===== config.mk =====
export PLATFORM = sky130hd
export DESIGN_NAME = centroid_div_sched
export DESIGN_NICKNAME = d
export VERILOG_FILES = /design/src/rtl/centroid_div_sched.sv
export SDC_FILE = /design/constraint.sdc
export NUM_CORES = 1
export LEC_CHECK = 0
export BUFFER_PORTS_ARGS = -buffer_cell sky130_fd_sc_hd__buf_4
export CORE_MARGIN = 5
export CORE_UTILIZATION = 45
export CTS_BUF_LIST = sky130_fd_sc_hd__clkbuf_8 sky130_fd_sc_hd__clkbuf_16
export DETAILED_ROUTE_END_ITERATION = 8
export PLACE_DENSITY_LB_ADDON = 0.1
export SLEW_MARGIN = 20
export SYNTH_ARGS = -nofsm -noshare
export SYNTH_HDL_FRONTEND = slang
export SYNTH_SLANG_ARGS = --single-unit

===== constraint.sdc =====
create_clock -name clk -period 3 [get_ports clk]
set_clock_uncertainty 0.2 [all_clocks]
set_input_delay 0.3 -clock clk [delete_from_list [all_inputs] [get_ports clk]]
set_output_delay 0.3 -clock clk [all_outputs]
set_load 0.02 [all_outputs]

===== src/rtl/centroid_div_sched.sv =====
// rtl/centroid_div_sched.sv - end-of-frame centroid sequencer sharing one restoring divider for x and y
module centroid_div_sched #(
    parameter int SUM_W = 28,
    parameter int CNT_W = 19,
    parameter int POS_W = 10
) (
    input  logic             clk,
    input  logic             reset,
    input  logic             frame_done,
    input  logic [SUM_W-1:0] x_sum,
    input  logic [SUM_W-1:0] y_sum,
    input  logic [CNT_W-1:0] count,
    input  logic             pos_ready,
    output logic             busy,
    output logic             pos_valid,
    output logic [POS_W-1:0] x_pos,
    output logic [POS_W-1:0] y_pos,
    output logic             lost,
    output logic             drop
);

    localparam int IW = $clog2(SUM_W);
    localparam logic [IW-1:0] LAST_ITER = IW'(SUM_W - 1);

    typedef enum logic [1:0] {
        IDLE,
        DIV_X,
        DIV_Y,
        OUT
    } state_t;

    state_t state;

    // x_sum is latched straight into the dividend; y_sum waits in y_op for the second pass
    logic [SUM_W-1:0] y_op;
    logic [CNT_W-1:0] cnt_op;
    logic [SUM_W-1:0] dividend;
    logic [CNT_W:0]   rem;
    logic [IW-1:0]    iter;

    logic [CNT_W:0]   rem_shift;
    logic [CNT_W:0]   rem_next;
    logic             q_bit;
    logic [SUM_W-1:0] quot_next;
    logic [POS_W-1:0] pos_sat;

    // Quotient bits shift into the dividend LSB, so after SUM_W steps it holds the quotient
    always_comb begin
        rem_shift = {rem[CNT_W-1:0], dividend[SUM_W-1]};
        q_bit     = (rem_shift >= {1'b0, cnt_op});
        rem_next  = q_bit ? (rem_shift - {1'b0, cnt_op}) : rem_shift;
        quot_next = {dividend[SUM_W-2:0], q_bit};
        pos_sat   = (|quot_next[SUM_W-1:POS_W]) ? {POS_W{1'b1}} : quot_next[POS_W-1:0];
    end

    always_ff @(posedge clk) begin
        if (reset) begin
            state     <= IDLE;
            busy      <= 1'b0;
            pos_valid <= 1'b0;
            lost      <= 1'b0;
            drop      <= 1'b0;
            x_pos     <= '0;
            y_pos     <= '0;
            y_op      <= '0;
            cnt_op    <= '0;
            dividend  <= '0;
            rem       <= '0;
            iter      <= '0;
        end else begin
            drop <= frame_done && (state != IDLE);
            case (state)
                IDLE: begin
                    if (frame_done) begin
                        y_op     <= y_sum;
                        cnt_op   <= count;
                        dividend <= x_sum;
                        rem      <= '0;
                        iter     <= '0;
                        busy     <= 1'b1;
                        if (count == '0) begin
                            lost      <= 1'b1;
                            pos_valid <= 1'b1;
                            state     <= OUT;
                        end else begin
                            state <= DIV_X;
                        end
                    end
                end
                DIV_X, DIV_Y: begin
                    rem      <= rem_next;
                    dividend <= quot_next;
                    iter     <= iter + 1'b1;
                    if (iter == LAST_ITER) begin
                        rem  <= '0;
                        iter <= '0;
                        if (state == DIV_X) begin
                            x_pos    <= pos_sat;
                            dividend <= y_op;
                            state    <= DIV_Y;
                        end else begin
                            y_pos     <= pos_sat;
                            lost      <= 1'b0;
                            pos_valid <= 1'b1;
                            state     <= OUT;
                        end
                    end
                end
                OUT: begin
                    if (pos_ready) begin
                        pos_valid <= 1'b0;
                        busy      <= 1'b0;
                        state     <= IDLE;
                    end
                end
                default: state <= IDLE;
            endcase
        end
    end

endmodule

* Word-level counts from Yosys, hierarchy flattened
Cells that the tools add are included.
** Operators by class
- Bitwise logic cells :: 1
- $lt $le $gt $ge :: 1
- Reduce and logical (&&, ||, !) cells :: 16
- Eq/ne operators :: 9
- Add/sub/neg operators :: 2
- Mux-type cells :: 29
** Operators with widths (count)
- 28-bit two-way mux :: 3
- 19-bit two-way mux :: 3
- 28-bit case mux with 2 select lines :: 1
- 19-bit case mux with 2 select lines :: 1
- 20-bit by 19-bit greater-or-equal comparator with 1-bit output :: 1
- 19-bit logical NOT :: 1
- 19-bit subtractor :: 1
- 18-bit OR reduction :: 1
- 3-bit AND reduction :: 4
- 10-bit two-way mux :: 1
- 5-bit two-way mux :: 2
- 2-bit inequality test (second input constant) :: 5
- 5-bit case mux with 2 select lines :: 1
- 5-bit AND reduction :: 2
- 1-bit two-way mux :: 9
- 2-bit two-way mux :: 4
- 2-bit case mux with 3 select lines :: 1
- 2-bit nonzero test :: 3
- 5-bit by 1-bit adder with 5-bit output (second input constant) :: 1
- 5-bit == test (second input constant) :: 1
- 2-bit == test (second input constant) :: 2
- 1-bit case mux with 2 select lines :: 2
- 2-bit AND reduction :: 2
- 1-bit case mux with 3 select lines :: 1
- other kinds (5) :: 5
** Word-level totals
- Register bits :: 125
- Output and inout bits :: 24

* Depth between registers and ports, before layout
Gate-level depths: netlist of run 1.
- Word-level depth :: 4
- Mapped depth :: 13
- Gate-level depth less buffers :: 11

* Worst setup path before layout of run 1
No wires, ideal clock.
- Path kind :: flip-flop to flip-flop
- From :: register dividend[27]
- To :: register rem[14]
- Stages on the path, launching flop included :: 12
- Arrival time :: 2.278 ns
- Library setup time :: 0.122 ns
- Path buffers :: 1
- Path slack :: 0.400 ns
- Cell sequence :: dfxtp_1 -> inv_1 -> ha_1 -> inv_1 -> fa_1 -> a211oi_1 -> o211ai_2 -> nand3_2 -> nand3_2 -> a21o_1 -> buf_2 -> a221o_1
** On the way
- Word-level cells in the longest chain between the ends :: 4
- Elaborated cells on any way between the ends :: 5
- Classes of those cells :: add/sub (1); order compare (1); mux (3)
** Ends and longest elaborated chain
- from (decl) :: line 37 : logic [SUM_W-1:0] dividend;
- from (signal assigned) :: line 77 : dividend <= x_sum;
- from (signal assigned) :: line 92 : dividend <= quot_next;
- from (signal assigned) :: line 99 : dividend <= y_op;
- 19-bit subtractor / 20-bit by 19-bit greater-or-equal comparator with 1-bit output (equally long branches) :: line 51, 50
- 19-bit two-way mux (*) :: line 51 : rem_next = q_bit ? (rem_shift - {1'b0, cnt_op}) : rem_shift;
- 19-bit two-way mux (*) :: line 94 : if (iter == LAST_ITER) begin
- 19-bit case mux with 2 select lines (*) :: line 72 : case (state)
- to (signal assigned) :: line 91 : rem <= rem_next;
- to (decl) :: line 38 : logic [CNT_W:0] rem;
Mark *: on every way between the ends. The rest lies on a longest branch, timed or not.
A chain may end at the register's enable or synchronous reset.

* Final worst setup path of run 1
- From :: register dividend[27]
- To :: register dividend[0]
** On the way
- Word-level cells in the longest chain between the ends :: 4
** Ends and longest elaborated chain
- 20-bit by 19-bit greater-or-equal comparator with 1-bit output (*) :: line 50 : q_bit = (rem_shift >= {1'b0, cnt_op});
- 28-bit two-way mux :: line 97 : if (state == DIV_X) begin
- 28-bit two-way mux (*) :: line 94
- 28-bit case mux with 2 select lines (*) :: line 72
Marks and branches as above.

==> results.cfg, run 1 <==
[outcome]
status = finished, final reports clean

[final_layout]
layoutNonFillerInstCount = 1128
area_growth_pct = 30.9
fin_nets = 1041
num_antenna_cells = 0
layout_common_cells = 125 x dfxtp_1, 122 x nand2_1, 121 x buf_4
final_core_util_pct = 59.8
drive_above_1_share_pct = 18.0
layout_commonest_cell = dfxtp_1

[sta]
final.setup.tns_ns = 0
rsz0062_at_grt = no
tightest_slew_ns = 0.819
relSlewSlack_pct = 45.3
setup_slack_ns = 0.185
whs_ns = 0.147
min_period_ns = 2.82
finalSetupViolCount = 0
fmax_mhz = 355
slew_viol_final = 0
hold_viol_final = 0
post-route-period-util_pct = 93.8

[placement]
hpwl_mm = 12.3
dp.cells = 1049
place_congestion = 0.826
pre_cts_ws_ns = 0.126
port_buffers = 102

[setup_path]
cp.arrival_ns = 2.89
reg2regPathDepth = 11
cp_top_family = compound AO/OA/AOI/OAI gates
worst-setup-path-type = reg2reg
crit_fanout = 9
cp_slowest_cell = fa_1
critPathBufInv = 2
worstPathRequired_ns = 3.08
path_cells = inv_1 > ha_1 > inv_1 > fa_1 > a211oi_2 > o211ai_2 > nand3_2 > nand3_2 > a21o_1 > a221oi_1 > nor3_1
max_stage_delay_ns = 0.44
crit_cells = 11
start_kind = register
end_kind = register

[clock_tree]
cts_buffers = 17
cts-root-buf = clkbuf_16
cts_htree_levels = 4
post_cts_buffers = 0
cts_tree = built
clock_latency_ns = 0.41
cts.clk_slew.worst_paths_ns = 0.06
cts_sinks = 125
cts_buffer_depth = 2

[die]
core_um2 = 13800
die_area_um2 = 16400
rows = 43
ioPinCount = 103
dieHeight_um = 128
start_util_pct = 45.7
dieWidth_um = 128

[synth]
yosys-top-cells-area = dfxtp_1 40%, nand2_1 7.3%, a21oi_1 5.3%
synth_edf_count = 0
syn_inst = 802
synth_seq_area_share_pct = 39.8
synth_area_um2 = 6290
ys_ff_latch = 125
yosys_warnings = 0
async_flop_share_pct = 0
yosys.area.top_type = dfxtp_1
synth_nets = 906
yosysUniqueCellTypes = 67
yosys_most_used_dff = dfxtp_1
syn_avg_cell_area_um2 = 7.84
synth_top_area_share_pct = 39.8

[drt]
num_vias = 6148
drtAntennaViolNets = 0
drt-pass1-iter-count = 5
drt_iter0_drc = 414
drc_errors = 0
wl_mm = 17.3
vias_per_cell = 5.45
route.detailed.wl_per_inst_um = 15.4

[pwr]
power.density_nw_per_um2 = 1090
leakagePower_uw = 0.00345
max-vdd-ir-drop_uv = 533

[global_routing]
grt_max_degree = 66
grt_pass1_vias = 5990
grt_usage_pct = 21.7
grt_first_pass_wirelength_mm = 29.2
grt-ovfl-total = 0
antenna_found_initial = 0

[hold_path]
whs_path_depth = 2
min_path_type = in2reg

[flow_run]
cap_violations = 0
[state kept, by name, indices dropped and copies added, names as in the netlist]
register   flops
rem           19
y_op          28
lost           1
state          2
pos_valid      1
dividend      28
y_pos         10
drop           1
x_pos         10
cnt_op        19
iter           5
busy           1
[path summary, 6_finish.rpt]
kind / start / end / slack (ns)
worst min-delay path: reset / cnt_op[14]$_SDFFE_PP0P_ / 0.15
worst max-delay path: dividend[27]$_SDFFE_PP0P_ / dividend[0]$_SDFFE_PP0P_ / 0.18
worst min register to register: cnt_op[9]$_SDFFE_PP0P_ / cnt_op[9]$_SDFFE_PP0P_ / 0.25
worst max register to register: dividend[27]$_SDFFE_PP0P_ / dividend[0]$_SDFFE_PP0P_ / 0.18
[metrics by stage]
stage	power (µW)	area [µm²]
after global routing	9710	8230
after detailed placement	7060	7200
after global placement	7010	7200
after floorplan	5830	6290
final	9010	8230
after CTS	9010	8230
[worst reg2reg max path, cell delays in order, from the launching register on]
cell and delay (ns):
dfxtp_1 0.31, inv_1 0.07, ha_1 0.17, inv_1 0.06, fa_1 0.44, a211oi_2 0.32, o211ai_2 0.14, nand3_2 0.12
nand3_2 0.13, a21o_1 0.34, a221oi_1 0.29, nor3_1 0.09
[per-layer routing]
layer	vias up	global-route usage [%]	wire, µm
met1	2838	29.1	8040
met3	28	4.29	863
li1	3118	-	-
met2	164	34.6	8100
met5	-	0	0
met4	0	7.99	332
[layout make-up]
class	instances	area, µm²
sequential	125	2500
fill	1280	5540
tap	180	225
clock inverter	12	98.8
inverter	56	210
timing repair buffer	171	1420
multi-input combinational	566	3340
clock buffer	18	439
[repair_timing]
action | 4_1_cts | 5_1_grt
endpoints found under the hold margin | 49 | 0
hold buffers | 49 | 0
setup endpoints to repair | 0 | 8
gates resized for setup | 0 | 1
[report_power, final]
group          switching (µW)  internal, µW
clock network             728          1140
registers                 299          2050
logic                    2900          1890
[synth_stat cells, types with 2 or more instances]
master and n:
a2111oi_0 2, a211o_1 2, a211oi_1 24, a21boi_1 3, a21o_1 6, a21oi_1 67
a221oi_1 28, a22oi_1 2, a31oi_1 3, a32oi_1 10, and3_1 3, buf_1 5
buf_2 5, buf_4 2, buf_6 3, clkbuf_1 39, dfxtp_1 125, ha_1 24
inv_1 56, nand2_1 122, nand2b_1 3, nand3_1 31, nand3_2 2, nand4_1 4
nand4b_1 2, nor2_1 73, nor2b_1 2, nor3_1 37, nor4_1 8, o211ai_1 4
o21a_1 3, o21ai_0 38, o21ai_1 4, o31ai_1 10, or3_1 2, or4_1 3
xnor2_1 7, xor2_1 9
[cells by family after synthesis]
family | synth area share, %
XOR/XNOR | 2.23
multiplexers | 0.338
buffers and inverters | 7.36
flip-flops | 39.8
adder cells (fa/ha/maj) | 5.09
AO/OA/AOI/OAI | 22.8
AND/OR/NAND/NOR | 22.4
Power figures use the tool's default switching activity.
==> run 2, diff against run 1 <==
--- a/config.mk
+++ b/config.mk
@@ -11,6 +11,7 @@
 export CTS_BUF_LIST = sky130_fd_sc_hd__clkbuf_8 sky130_fd_sc_hd__clkbuf_16
 export DETAILED_ROUTE_END_ITERATION = 8
 export PLACE_DENSITY_LB_ADDON = 0.1
+export SETUP_SLACK_MARGIN = 0.5
 export SLEW_MARGIN = 20
 export SYNTH_ARGS = -nofsm -noshare
 export SYNTH_HDL_FRONTEND = slang
==> run 2 against run 1 <==
- wire length is 2.8% higher
- global-route usage is 0.13 points higher
- fmax is 12% higher
- worst setup slack better by 0.30 ns
- largest cell class unchanged
- highest routed layer unchanged
==> results.cfg, run 2 (synthesized netlist as in run 1, its figures left out) <==
[clock_tree]
cts_tree = built
cts-root-buf = clkbuf_16
cts_buffer_depth = 2
cts_buffers = 17
cts_sinks = 125
clock_latency_ns = 0.42
cts_htree_levels = 4
cts.clk_slew.worst_paths_ns = 0.06

[drt]
drtAntennaViolNets = 0
wl_mm = 17.8
drt-pass1-iter-count = 7
num_vias = 6278
drc_errors = 0
drt_iter0_drc = 399
route.detailed.wl_per_inst_um = 15.7
vias_per_cell = 5.52

[setup_path]
reg2regPathDepth = 12
start_kind = register
worst-setup-path-type = reg2reg
crit_fanout = 8
end_kind = register
cp.arrival_ns = 2.68
worstPathRequired_ns = 3.16

[pwr]
max-vdd-ir-drop_uv = 495
switching_share_pct = 42.5
clockPowerShare_pct = 21.1
switchingPower_uw = 4240
combPwrFrac_pct = 55.0
internal_power_uw = 5730
power.density_nw_per_um2 = 1140
leakagePower_uw = 0.00358
seqPwrFrac_pct = 23.9

[placement]
place_congestion = 0.883
hpwl_mm = 12.2
port_buffers = 102

[die]
rows = 43
die_area_um2 = 16400
ioPinCount = 103
dieWidth_um = 128
core_um2 = 13800
start_util_pct = 45.7
dieHeight_um = 128

[sta]
slew_viol_final = 0
rsz0062_at_grt = yes
fmax_mhz = 397
min_period_ns = 2.52
final.setup.tns_ns = 0
finalSetupViolCount = 0
hold_viol_final = 0
relSlewSlack_pct = 54.4
post-route-period-util_pct = 83.9
tightest_slew_ns = 0.684

[final_layout]
fin_nets = 1048
layout_commonest_cell = dfxtp_1
final_core_util_pct = 63.5
multiInputGateArea_um2 = 3690
seqCellArea_um2 = 2500
area_growth_pct = 38.9
num-fill-cells = 1194
layout_common_cells = 123 x dfxtp_1, 122 x nand2_1, 119 x buf_4
reg_top3 = dividend (28), y_op (28)
drive_above_1_share_pct = 24.0

[global_routing]
use_met3_pct = 4.38
grt_pass1_vias = 6059
grtUsageMet1_pct = 28.9
grt_first_pass_wirelength_mm = 29.2
grt_max_degree = 66
grt.busiest_layer = met2
antenna_found_initial = 0
grt-ovfl-total = 0
grt_usage_pct = 21.8
grt_util_met2_pct = 35.5

[flow_run]
cap_violations = 0

[outcome]
status = finished, final reports clean

[hold_path]
whs_path_depth = 2
min_path_type = in2reg
## run 2: metal layers
| metal | wire length (µm) | share of wire [%] | vias up |
|---|---|---|---|
| li1 | - | - | 3129 |
| met1 | 8140 | 46 | 2926 |
| met2 | 8320 | 47 | 184 |
| met3 | 949 | 5.3 | 39 |
| met4 | 418 | 2.3 | 0 |
| met5 | 0 | 0 | - |
## run 2: path summary, 6_finish.rpt
kind	from	to	slack, ns
setup / recovery	dividend[27]$_SDFFE_PP0P_	rem[3]$_SDFFE_PP0P_	0.48
hold / removal	reset	state[0]$_SDFFE_PP0P_	0.16
setup reg to reg	dividend[27]$_SDFFE_PP0P_	rem[3]$_SDFFE_PP0P_	0.48
hold reg to reg	cnt_op[9]$_SDFFE_PP0P_	cnt_op[9]$_SDFFE_PP0P_	0.25
## run 2: area by class of cell
type                    instances  area share [%]
multi-input cells             566            42.2
flip-flops and latches        125            28.7
repair buffers                178            17.2
clock buffers                  18            5.02
well taps                     180            2.58
inverters                      56            2.40
clock inverters                13            1.88
diodes                          1          0.0286
## run 2: stage by stage
stage	cell area (µm²)	total power, µW	std cells	setup slack, ns	hold WS [ns]
floorplan	6300	5830	802	0.556	0.236
global placement	7190	6920	1045	0.304	0.245
detailed placement	7190	6980	1045	0.226	0.247
CTS	8570	9620	1135	0.472	0.134
global route	8740	10700	1136	0.376	0.157
finish	8740	9970	1137	0.482	0.155
## run 2: critical path, stage by stage, from the launching register on
cell and delay [ns]:
dfxtp_2 0.32, inv_2 0.07, ha_4 0.13, inv_2 0.03, fa_2 0.36, a211oi_4 0.24
o211ai_2 0.14, nand3_2 0.14, nand3_4 0.12, a21oi_4 0.29, buf_6 0.18, and3_1 0.16
a211o_1 0.09
## run 2: power groups by stage
| stage | Sequential, µW | Clock, µW | Combinational [µW] |
|---|---|---|---|
| 4_1_cts | 2370 | 2130 | 5120 |
| 3_5_place_dp | 2380 | 0 | 4590 |
| 2_1_floorplan | 2290 | 0 | 3540 |
| 5_1_grt | 2420 | 2210 | 6090 |
| 6_report | 2380 | 2110 | 5480 |
| 3_3_place_gp | 2370 | 0 | 4540 |
## run 2: repair_timing
item,CTS,global route
hold endpoints to repair,49,0
gates cloned,1,0
setup buffers,9,1
pin swaps,9,11
gates resized for setup,40,32
hold buffers,49,0
setup endpoints to repair,22,60
